===== config.mk =====
export PLATFORM = sky130hd
export DESIGN_NAME = wind_lights
export DESIGN_NICKNAME = d
export VERILOG_FILES = /design/src/rtl/wind_lights.sv
export SDC_FILE = /design/constraint.sdc
export NUM_CORES = 1
export LEC_CHECK = 0
export CAP_MARGIN = 40
export CORE_AREA = 2 2 39 41
export CTS_CLUSTER_DIAMETER = 80
export DETAILED_ROUTE_END_ITERATION = 12
export DIE_AREA = 0 0 41 43
export GPL_ROUTABILITY_DRIVEN = 0
export HOLD_SLACK_MARGIN = 0.03
export PLACE_DENSITY_LB_ADDON = 0.25
export SYNTH_ARGS = -nofsm -noshare
export SYNTH_HDL_FRONTEND = slang
export SYNTH_SLANG_ARGS = --single-unit

===== constraint.sdc =====
create_clock -name clk -period 2.6 [get_ports clk]
set_input_delay 0.52 -clock clk [delete_from_list [all_inputs] [get_ports clk]]
set_output_delay 0.52 -clock clk [all_outputs]
set_load 0.03 [all_outputs]

===== src/rtl/wind_lights.sv =====
// Wind/hazard lamp driver: calm, rotate right-to-left, rotate left-to-right and bounce modes with a built-in step prescaler.
// Optional build macro WIND_LIGHTS_PAUSE_EN adds a pause input that freezes the whole block.
module wind_lights #(
    parameter int NUM_LIGHTS = 3,
    parameter int TICK_DIV   = 1
) (
    input  logic                  clk,
    input  logic                  reset,
    input  logic [1:0]            wind,
`ifdef WIND_LIGHTS_PAUSE_EN
    input  logic                  pause,
`endif
    output logic [NUM_LIGHTS-1:0] lights,
    output logic                  step,
    output logic [1:0]            mode
);

    localparam int CW = (TICK_DIV > 1) ? $clog2(TICK_DIV) : 1;
    localparam logic [CW-1:0] CNT_LAST = CW'(TICK_DIV - 1);

    localparam logic [1:0] WIND_CALM   = 2'b00;
    localparam logic [1:0] WIND_RTL    = 2'b01;
    localparam logic [1:0] WIND_LTR    = 2'b10;
    localparam logic [1:0] WIND_BOUNCE = 2'b11;

    function automatic logic [NUM_LIGHTS-1:0] alt_pattern(input int phase);
        logic [NUM_LIGHTS-1:0] r;
        for (int i = 0; i < NUM_LIGHTS; i++) begin
            r[i] = ((i % 2) == phase);
        end
        return r;
    endfunction

    localparam logic [NUM_LIGHTS-1:0] EVEN   = alt_pattern(0);
    localparam logic [NUM_LIGHTS-1:0] ODD    = alt_pattern(1);
    localparam logic [NUM_LIGHTS-1:0] ONE_LO = NUM_LIGHTS'(1);
    localparam logic [NUM_LIGHTS-1:0] ONE_HI = {1'b1, {(NUM_LIGHTS-1){1'b0}}};

    typedef enum logic {
        DIR_UP   = 1'b0,
        DIR_DOWN = 1'b1
    } dir_t;

    dir_t                  dir;
    dir_t                  dir_next;
    logic [CW-1:0]         cnt;
    logic [NUM_LIGHTS-1:0] lights_next;
    logic [NUM_LIGHTS-1:0] shift_up;
    logic [NUM_LIGHTS-1:0] shift_down;
    logic [1:0]            mode_next;
    logic                  run;
    logic                  tick;

`ifdef WIND_LIGHTS_PAUSE_EN
    assign run = ~pause;
`else
    assign run = 1'b1;
`endif

    // While paused the prescaler holds, so no tick can fire and wind is never sampled.
    assign tick = run && (cnt == CNT_LAST);

    assign shift_up   = {lights[NUM_LIGHTS-2:0], 1'b0};
    assign shift_down = {1'b0, lights[NUM_LIGHTS-1:1]};

    always_comb begin
        lights_next = lights;
        dir_next    = dir;
        mode_next   = mode;
        if (tick) begin
            if (wind != mode) begin
                // Mode change loads the new mode's start pattern instead of advancing.
                mode_next = wind;
                case (wind)
                    WIND_CALM:   lights_next = EVEN;
                    WIND_RTL:    lights_next = ONE_LO;
                    WIND_LTR:    lights_next = ONE_HI;
                    WIND_BOUNCE: begin
                        lights_next = ONE_LO;
                        dir_next    = DIR_UP;
                    end
                    default:     lights_next = EVEN;
                endcase
            end else begin
                case (mode)
                    WIND_CALM:   lights_next = (lights == ODD) ? EVEN : ODD;
                    WIND_RTL:    lights_next = {lights[NUM_LIGHTS-2:0], lights[NUM_LIGHTS-1]};
                    WIND_LTR:    lights_next = {lights[0], lights[NUM_LIGHTS-1:1]};
                    WIND_BOUNCE: begin
                        // Direction flips on the step that lands on an end lamp, so ends are not repeated.
                        if (dir == DIR_UP) begin
                            lights_next = shift_up;
                            if (shift_up[NUM_LIGHTS-1]) dir_next = DIR_DOWN;
                        end else begin
                            lights_next = shift_down;
                            if (shift_down[0]) dir_next = DIR_UP;
                        end
                    end
                    default:     lights_next = EVEN;
                endcase
            end
        end
    end

    always_ff @(posedge clk) begin
        if (reset) begin
            cnt    <= '0;
            lights <= EVEN;
            mode   <= WIND_CALM;
            dir    <= DIR_UP;
            step   <= 1'b0;
        end else begin
            step   <= tick;
            lights <= lights_next;
            mode   <= mode_next;
            dir    <= dir_next;
            if (run) begin
                cnt <= tick ? '0 : cnt + CW'(1);
            end
        end
    end

endmodule

==> results.toml <==
[grt]
vias_in_the_first_global_route = 382
gr-total-overflow = 0
grt_start_max_net_pins = 13
grtUsageTotal_pct = 15.1
grt_first_pass_wirelength_um = 1700
antenna_found_initial = 0

[clock_tree]
clkTransAtPathRegs_ps = 50
htreeDepth = 1
cts_buffer_depth = 2
clk_latency_worst_skew_pair_ps = 250
post_cts_resize_count = 0
tritoncts = "done"
tritoncts_num_sinks = 8
post_cts_hold_buffer_count = 0
number_of_cts_inserted_buffers = 3
cts.repair_timing.setup_buffer_count = 0
clock-root-buffer = "sky130_fd_sc_hd__clkbuf_4"

[pwr]
cellPowerDensity_nw_per_um2 = 504
pwr_total_uw = 311
peakVddDrop_mv = 0.333
p_leak_nw = 0.247

[min_path]
min_delay_path_depth = 2
min_from = "lights[1]"
terminating_pin_of_the_worst_hold_path = "lights[1]"
hold_path_class = "flop to flop"

[timing]
timing.final.hold_violations = 0
final.setup.tns_ps = 0
fmax_mhz = 469
fin_worst_skew_ps = 5.47
fin_crit_sh_pct = 82.0
min_period_ps = 2130
final_max_slew_viol_count = 0
rsz0062_at_grt = "false"
post-route-worst-setup-slack_ps = 469
timing.final.setup_violations = 0

[logic_synthesis]
synth_xor_area_share_pct = 8.82
synth_seq_cells = 8
synth_top_family_by_area = "compound AO/OA/AOI/OAI gates"
synth.area.mux_share_pct = 6.05
synth_simple_gate_area_share_pct = 15.9
synth_compound_gate_area_share_pct = 22.7
synth_fa_ha_area_share_pct = 5.04
synth_cell_type_count = 26
ys_seq_area_share_pct = 32.2
yosys_warnings = 0
synthesis.area_per_instance_um2 = 8.71
post_synth_inst_count = 57
netlist_top_cells_area = "sky130_fd_sc_hd__dfxtp_1 (32%), sky130_fd_sc_hd__mux2i_1 (6.0%), sky130_fd_sc_hd__xnor2_4 (5.5%), sky130_fd_sc_hd__a21oi_1 (5.0%), sky130_fd_sc_hd__ha_1 (5.0%)"
net_count_after_synthesis = 63
synth_largest_area_cell = "sky130_fd_sc_hd__dfxtp_1"
share_of_the_synthesized_area_in_the_top_cell_type_pct = 32.2
synth.cell_area_um2 = 497

[detailed_routing]
wirelength_um = 1010
number_of_vias_in_the_routed_layout = 440
routedWlPerCell_um = 12.1
first_iter_violations = 3
detail-route-antenna-nets = 0
viasPerCell = 5.30
detail_route.drc_violations = 0
first_pass_drt_iterations = 6

[worst_setup_path]
r2r-end = "lights[1]"
max_stage_delay_on_crit_path_ps = 760
worst_r2r_path_depth = 5
critical-path-slowest-cell = "sky130_fd_sc_hd__clkdlybuf4s50_1"
rr_startpoint = "mode[1]"
critical_path.cell_chain = "clkdlybuf4s50_1"
critPathMaxFanout = 12
worstSetupStartpointType = "flop"
required_ps = 2080
critPathBufInv = 1
regToRegSetupSlack_ps = 970
worst_setup_path_end_kind = "output pin"
critical_path_arrival_ps = 1610
timing_worst_setup_path_type = "flop to output pin"
cell_type_group_with_the_largest_total_delay_on_the_critical_path = "buffers and inverters"

[die]
io_pins = 10
placementRows = 14
initial_core_utilization_pct = 35.9
fp.dieH_um = 43
dieArea_um2 = 1760
dieWidth_um = 41
coreArea_um2 = 1380

[placed_design]
place_worst_setup_slack_ps = 405
placed_cell_area_um2 = 594
post-dp-hpwl_um = 699
buffer_ports.inserted = 9

[job]
max-cap-violations = 0

[final_layout]
layout-drive-gt1-share_pct = 11.9
post-route-util_pct = 44.6
area_growth_syn_to_layout_pct = 24.2
antenna_cells_inserted = 0
final_cell_area_um2 = 617
num-nets-final = 75

[status]
run_status = "completed"
-- kinds of logic after synthesis --
logic type | Yosys count
flip-flops | 8
AO/OA/AOI/OAI | 16
buffers and inverters | 9
other | 1
AND/OR/NAND/NOR | 16
multiplexers | 3
XOR/XNOR | 2
adder cells (fa/ha/maj) | 2
-- state kept, by name, summed over array words and instances, names as in the netlist --
| name | cells |
|---|---|
| step | 1 |
| mode | 2 |
| cnt | 1 |
| lights | 3 |
| dir | 1 |
-- cells in the final DEF, fill, tap and decap left out, types with 2 or more instances in the layout --
master / synthesis / routed
sky130_fd_sc_hd__clkdlybuf4s50_1: 0 / 9
sky130_fd_sc_hd__a31oi_1: 3 / 3
sky130_fd_sc_hd__dfxtp_1: 8 / 8
sky130_fd_sc_hd__a211oi_1: 2 / 2
sky130_fd_sc_hd__nand2_1: 6 / 6
sky130_fd_sc_hd__inv_1: 6 / 6
sky130_fd_sc_hd__mux2i_1: 3 / 3
sky130_fd_sc_hd__clkbuf_4: 0 / 3
sky130_fd_sc_hd__a21oi_1: 5 / 5
sky130_fd_sc_hd__nor2_1: 5 / 5
sky130_fd_sc_hd__ha_1: 2 / 2
-- layout make-up --
class | count | area [um^2]
inverter | 6 | 22.5
sequential | 8 | 160
fill | 145 | 767
timing repair buffer | 10 | 97.6
clock buffer | 3 | 22.5
multi-input combinational | 40 | 294
tap | 16 | 20.0
-- worst max-delay path by stage --
stage	from	end	slack, ps	depth (start not counted)
global route	mode[0]	mode[0]	410	1
floorplan	lights[1]	lights[1]	950	4
global placement	wind[1]	lights[1]	440	5
detailed placement	wind[1]	lights[1]	400	5
finish	mode[0]	mode[0]	470	1
CTS	mode[0]	mode[0]	460	1
-- worst min-delay path, cell delays in order (launching register included) --
cell	delay (ps)
sky130_fd_sc_hd__dfxtp_1	370
sky130_fd_sc_hd__nand2_1	90
sky130_fd_sc_hd__a21oi_1	50
-- metal layers --
layer  wire [um]  vias to the layer above  track usage, %
met4          15                        0            6.00
met3          58                        4            9.42
met2         462                       15            19.4
li1            -                      220               -
met5           0                        -               0
met1         470                      201            19.9
-- cells in the mapped netlist --
master	instances
sky130_fd_sc_hd__a211oi_1	2
sky130_fd_sc_hd__a21oi_1	5
sky130_fd_sc_hd__a31oi_1	3
sky130_fd_sc_hd__a41oi_1	1
sky130_fd_sc_hd__buf_2	1
sky130_fd_sc_hd__buf_6	1
sky130_fd_sc_hd__clkbuf_1	1
sky130_fd_sc_hd__conb_1	1
sky130_fd_sc_hd__dfxtp_1	8
sky130_fd_sc_hd__ha_1	2
sky130_fd_sc_hd__inv_1	6
sky130_fd_sc_hd__mux2i_1	3
sky130_fd_sc_hd__nand2_1	6
sky130_fd_sc_hd__nand3b_1	1
sky130_fd_sc_hd__nor2_1	5
sky130_fd_sc_hd__nor3_1	1
sky130_fd_sc_hd__o211a_1	1
sky130_fd_sc_hd__o211ai_2	1
sky130_fd_sc_hd__o21ai_0	1
sky130_fd_sc_hd__o2bb2ai_1	1
sky130_fd_sc_hd__o31a_1	1
sky130_fd_sc_hd__or2b_1	1
sky130_fd_sc_hd__or4_1	1
sky130_fd_sc_hd__or4b_2	1
sky130_fd_sc_hd__xnor2_2	1
sky130_fd_sc_hd__xnor2_4	1
-- per-stage QoR --
step,hold WS (ps),instances
after global placement,540,80
final,570,83
after global routing,594,83
after CTS,569,83
after detailed placement,545,80
after floorplan,487,57
-- power by group --
| group | leakage, nW | switching, mW | internal [mW] |
|---|---|---|---|
| Combinational | 0.167 | 0.0383 | 0.0355 |
| Sequential | 0.0662 | 0.0126 | 0.130 |
| Clock | 0.0138 | 0.0412 | 0.0527 |
Note: power is estimated with default switching activity, not from simulation.
==> RTL edit 1: new RTL, same flow settings <==
Set the parameter `NUM_LIGHTS` to 2 (it was 3).
--- a/src/rtl/wind_lights.sv
+++ b/src/rtl/wind_lights.sv
@@ -1,7 +1,7 @@
 // Wind/hazard lamp driver: calm, rotate right-to-left, rotate left-to-right and bounce modes with a built-in step prescaler.
 // Optional build macro WIND_LIGHTS_PAUSE_EN adds a pause input that freezes the whole block.
 module wind_lights #(
-    parameter int NUM_LIGHTS = 3,
+    parameter int NUM_LIGHTS = 2,
     parameter int TICK_DIV   = 1
 ) (
     input  logic                  clk,
Ports: changed (resized lights); port bits go from 10 to 9. No check against the original RTL was run, so the function may have changed too.
==> RTL edit 1 against the unedited design <==
- die area stayed put
- sequential cell count down 1
- critical path depth unchanged
- worst setup slack better by 230 ps
- core utilization fell by 7.4 points
- wire length fell by 32%
- final area fell by 17%
- total power is 9.3% lower
- area after synthesis is 21% lower
- largest cell class unchanged
- largest power group unchanged
- highest routed layer unchanged
==> RTL edit 1: results (changes against the unedited design) <==
| Metric | Value |
|---|---|
| Maximum fanout encountered on the critical timing path | `6 (was 12)` |
| Slowest cell on the critical path | `sky130_fd_sc_hd__clkdlybuf4s50_1 (unchanged)` |
| Sequential fraction of the synthesis area | `0.358 (was 0.322)` |
| Min Tclk post-route | `1900 ps (was 2130 ps)` |
| Avg Inst Size Synth | `8.90 sq um (was 8.71 sq um)` |
| Crit path max-delay family | `buffers and inverters (unchanged)` |
| Post-CTS Repair Setup Buffers | `0 (unchanged)` |
| Leakage component of the power | `0.204 nW (was 0.247 nW)` |
| Bufs on Longest Clock Path | `2 (unchanged)` |
| Average routed wire per standard cell | `9.61 um (was 12.1 um)` |
| HP Class | `reg2reg (unchanged)` |
| Number of DRC markers in iteration 0 | `3 (unchanged)` |
| Final cell count without fillers | `71 (was 83)` |
| Vias | `329 (was 440)` |
| Placed Cells incl. Taps | `67 (was 80)` |
| I/O Buffers | `8 (was 9)` |
| Status | `finished, final reports clean (unchanged)` |
| Number of routed nets with antenna violations | `0 (unchanged)` |
| Proportion of layout cells with a drive suffix above 1 | `0.109 (was 0.119)` |
| Insertion delay of the later-clocked pin in the worst-skew pair | `250 ps (about the same)` |
| Detailed-routing iteration count for the pre-antenna-repair pass | `2 (was 6)` |
| Number of H-tree levels | `1 (unchanged)` |
| N_diodes | `0 (unchanged)` |
| Overall fraction of global-route tracks in use | `0.108 (was 0.151)` |
| First-pass GRT wire length | `1.23 mm (was 1.70 mm)` |
| Resize count post-CTS | `0 (unchanged)` |
| Commonest cells in the netlist | `sky130_fd_sc_hd__dfxtp_1, sky130_fd_sc_hd__a21oi_1, sky130_fd_sc_hd__nor2_1 (was sky130_fd_sc_hd__dfxtp_1, sky130_fd_sc_hd__inv_1, sky130_fd_sc_hd__nand2_1)` |
| Largest net degree at the start of global routing | `10 (was 13)` |
| Clock skew after layout | `4.71 ps (was 5.47 ps)` |
| Post-synthesis net count | `50 (was 63)` |
| Max stage delay on crit path | `710 ps (was 760 ps)` |
| Detailed Place HPWL | `541 um (was 699 um)` |
| Cells taking the most area after synthesis | `sky130_fd_sc_hd__dfxtp_1, sky130_fd_sc_hd__ha_1, sky130_fd_sc_hd__a21oi_1 (was sky130_fd_sc_hd__dfxtp_1, sky130_fd_sc_hd__mux2i_1, sky130_fd_sc_hd__xnor2_4)` |
| Library cell used as clock root buffer | `sky130_fd_sc_hd__clkbuf_4 (unchanged)` |
| Crit path arrival time | `1380 ps (was 1610 ps)` |
| VDD IR-drop max | `0.000257 V (was 0.000333 V)` |
| Num CTS Buffers | `3 (unchanged)` |
| Yosys Warn Count | `0 (unchanged)` |
| Top flop regs | `lights: 2 flops, mode: 2 flops (was lights: 3 flops, mode: 2 flops)` |
| Post-synth cell types | `23 (was 26)` |
| Layout net count | `62 (was 75)` |
| Share of async-settable or async-resettable flops after synthesis | `0 (unchanged)` |
| Vias in the first global route | `322 (was 382)` |
## RTL edit 1: final timing paths
| path | from | end | slack [ps] | depth (start not counted) |
|---|---|---|---|---|
| max | mode[0] | mode[0] | 700 | 1 |
| min | lights[1] | lights[1] | 540 | 2 |
| max reg2reg | mode[0] | lights[1] | 940 | 5 |
| min reg2reg | lights[1] | lights[1] | 540 | 2 |
## RTL edit 1: metrics by stage
stage / utilization / hold slack (ps) / instance area, sq um / setup slack, ps
after floorplan: - / 482 / 392 / 816
after CTS: 0.372 / 541 / 514 / 672
after detailed placement: 0.353 / 534 / 488 / 657
final: 0.372 / 544 / 514 / 698
after global routing: 0.372 / 581 / 514 / 627
after global placement: 0.353 / 529 / 488 / 673
## RTL edit 1: cells by family after synthesis
group,count (synthesis),synth area share
AND/OR/NAND/NOR,14,0.179
AO/OA/AOI/OAI,11,0.217
flip-flops,7,0.358
buffers and inverters,4,0.0383
multiplexers,3,0.0894
adder cells (fa/ha/maj),2,0.0639
XOR/XNOR,2,0.0447
other,1,0.00958
## RTL edit 1: report_power, final
part / total [mW] / switching (mW) / leakage, nW / internal (mW)
sequential: 0.122 / 0.00857 / 0.0579 / 0.114
combinational: 0.0596 / 0.0295 / 0.131 / 0.0301
clock: 0.0999 / 0.0413 / 0.0150 / 0.0587
## RTL edit 1: metal layers
| layer | GRT usage | wire length (um) |
|---|---|---|
| met3 | 0.0785 | 54 |
| met5 | 0 | 0 |
| met2 | 0.150 | 309 |
| met4 | 0.0400 | 12 |
| met1 | 0.123 | 305 |
## RTL edit 1: layout make-up
type	count	area (sq um)
Sequential cell	7	140
Fill cell	152	870
Multi-Input combinational cell	33	236
Clock buffer	4	26.3
Tap cell	16	20.0
Inverter	3	11.3
Timing Repair Buffer	8	80.1
==> RTL edit 2: new RTL, config.mk and constraints unchanged <==
Without the edit above. The output `step` loses its register stage (`step` becomes a continuous assignment).
--- a/src/rtl/wind_lights.sv
+++ b/src/rtl/wind_lights.sv
@@ -108,9 +108,7 @@
             lights <= EVEN;
             mode   <= WIND_CALM;
             dir    <= DIR_UP;
-            step   <= 1'b0;
         end else begin
-            step   <= tick;
             lights <= lights_next;
             mode   <= mode_next;
             dir    <= dir_next;
@@ -120,4 +118,6 @@
         end
     end
 
+    assign step = tick;
+
 endmodule
Function: changed (a bounded check fails within 4 cycles, from zero or initial values and one cycle with reset high).
==> RTL edit 2 against the unedited design <==
- core utilization shrank 2.9 points
- sequential cell count shrank 1
- final cell count shrank 6.0%
- register-to-register slack gained 170 ps
- synthesized cell count shrank 8.8%
- total power shrank 6.7%
- final area shrank 6.5%
- sequential power shrank 9.8%
- wire length shrank 6.5%
- via count shrank 12%
- area after synthesis shrank 7.1%
- worst setup slack gained 18 ps
==> RTL edit 2: results (changes against the unedited design) <==
| Metric | Value |
|---|---|
| Status | `finished, final reports clean (unchanged)` |
| Crit path arrival time | `1590 ps (was 1610 ps)` |
| Post-synth cell types | `25 (was 26)` |
| Avg Inst Size Synth | `8.88 sq um (was 8.71 sq um)` |
| Detailed Place HPWL | `710 um (was 699 um)` |
| Wirelength, routed | `942 um (was 1.01 mm)` |
| Vias | `388 (was 440)` |
| I/O Buffers | `9 (unchanged)` |
| Vias in the first global route | `352 (was 382)` |
| Worst slack, placed | `618 ps (was 405 ps)` |
| Overall fraction of global-route tracks in use | `0.127 (was 0.151)` |
| Number of antenna violations at the first check in global routing | `0 (unchanged)` |
| DR vias/cell | `4.97 (was 5.30)` |
| Clock transition at the registers of the reported paths | `50 ps (about the same)` |
| First-pass GRT wire length | `1.48 mm (was 1.70 mm)` |
| Number of H-tree levels | `1 (unchanged)` |
| Sequential fraction of the synthesis area | `0.304 (was 0.322)` |
| Placed Cells incl. Taps | `74 (was 80)` |
| Max stage delay on crit path | `760 ps (about the same)` |
| VDD IR-drop max | `0.000210 V (was 0.000333 V)` |
| Library cell used as clock root buffer | `sky130_fd_sc_hd__clkbuf_4 (unchanged)` |
| Proportion of layout cells with a drive suffix above 1 | `0.113 (was 0.119)` |
| Bufs on Longest Clock Path | `2 (unchanged)` |
| N_diodes | `0 (unchanged)` |
| Maximum fanout encountered on the critical timing path | `11 (was 12)` |
| Insertion delay of the later-clocked pin in the worst-skew pair | `approximately 240 ps` |
| Clock skew after layout | `1.19 ps (was 5.47 ps)` |
| Share of async-settable or async-resettable flops after synthesis | `0 (unchanged)` |
| Post-CTS Repair Setup Buffers | `0 (unchanged)` |
| Post-synthesis net count | `58 (was 63)` |
| Yosys Warn Count | `0 (unchanged)` |
| Layout net count | `69 (was 75)` |
| Cells taking the most area after synthesis | `sky130_fd_sc_hd__dfxtp_1, sky130_fd_sc_hd__xnor2_2, sky130_fd_sc_hd__mux2i_1 (was sky130_fd_sc_hd__dfxtp_1, sky130_fd_sc_hd__mux2i_1, sky130_fd_sc_hd__xnor2_4)` |
| Crit path max-delay family | `buffers and inverters (unchanged)` |
| Number of routed nets with antenna violations | `0 (unchanged)` |
| Largest net degree at the start of global routing | `12 (was 13)` |
| Slowest cell on the critical path | `sky130_fd_sc_hd__clkdlybuf4s50_1 (unchanged)` |
| Top flop regs | `lights: 3 flops, mode: 2 flops (unchanged)` |
| Detailed-routing iteration count for the pre-antenna-repair pass | `4 (was 6)` |
| Num CTS Buffers | `3 (unchanged)` |
| Commonest cells in the netlist | `sky130_fd_sc_hd__dfxtp_1, sky130_fd_sc_hd__inv_1, sky130_fd_sc_hd__nor2_1 (was sky130_fd_sc_hd__dfxtp_1, sky130_fd_sc_hd__inv_1, sky130_fd_sc_hd__nand2_1)` |
| Leakage component of the power | `0.216 nW (was 0.247 nW)` |
[RTL edit 2: cells by family after synthesis]
logic type,Yosys count,share of synthesized area
mux,3,0.0650
other cells,1,0.00812
flops,7,0.304
simple gates,12,0.141
fa+ha+maj,2,0.0542
compound gates,17,0.271
xor+xnor,2,0.0705
buf+inv,8,0.0867
[RTL edit 2: report_power, final]
part	internal, mW	switching (mW)	leakage (nW)
Sequential	0.114	0.0147	0.0579
Clock	0.0583	0.0363	0.0150
Combinational	0.0326	0.0338	0.143
Total	0.205	0.0848	0.216
[RTL edit 2: final timing paths]
kind	start	endpoint	slack, ps	cells after the start
setup / recovery	mode[0]	mode[0]	490	1
setup reg to reg	mode[0]	lights[1]	1140	4
hold / removal	dir	dir	580	2
hold reg to reg	dir	dir	580	2
[RTL edit 2: per-layer routing]
layer | wire, um | track usage
met5 | 0 | 0
met4 | 13 | 0.100
met3 | 30 | 0.0157
met2 | 450 | 0.181
met1 | 448 | 0.163
[RTL edit 2: layout make-up]
| class | count | area, sq um |
|---|---|---|
| inverter | 5 | 18.8 |
| tap | 16 | 20.0 |
| timing repair buffer | 9 | 90.1 |
| fill | 147 | 807 |
| sequential | 7 | 140 |
| multi-input combinational | 37 | 282 |
| clock buffer | 4 | 26.3 |
[RTL edit 2: through the flow]
stage / hold WS (ps) / instance area [sq um]
finish: 579 / 577
global route: 604 / 577
CTS: 580 / 577
detailed placement: 567 / 551
global placement: 566 / 551
floorplan: 501 / 462
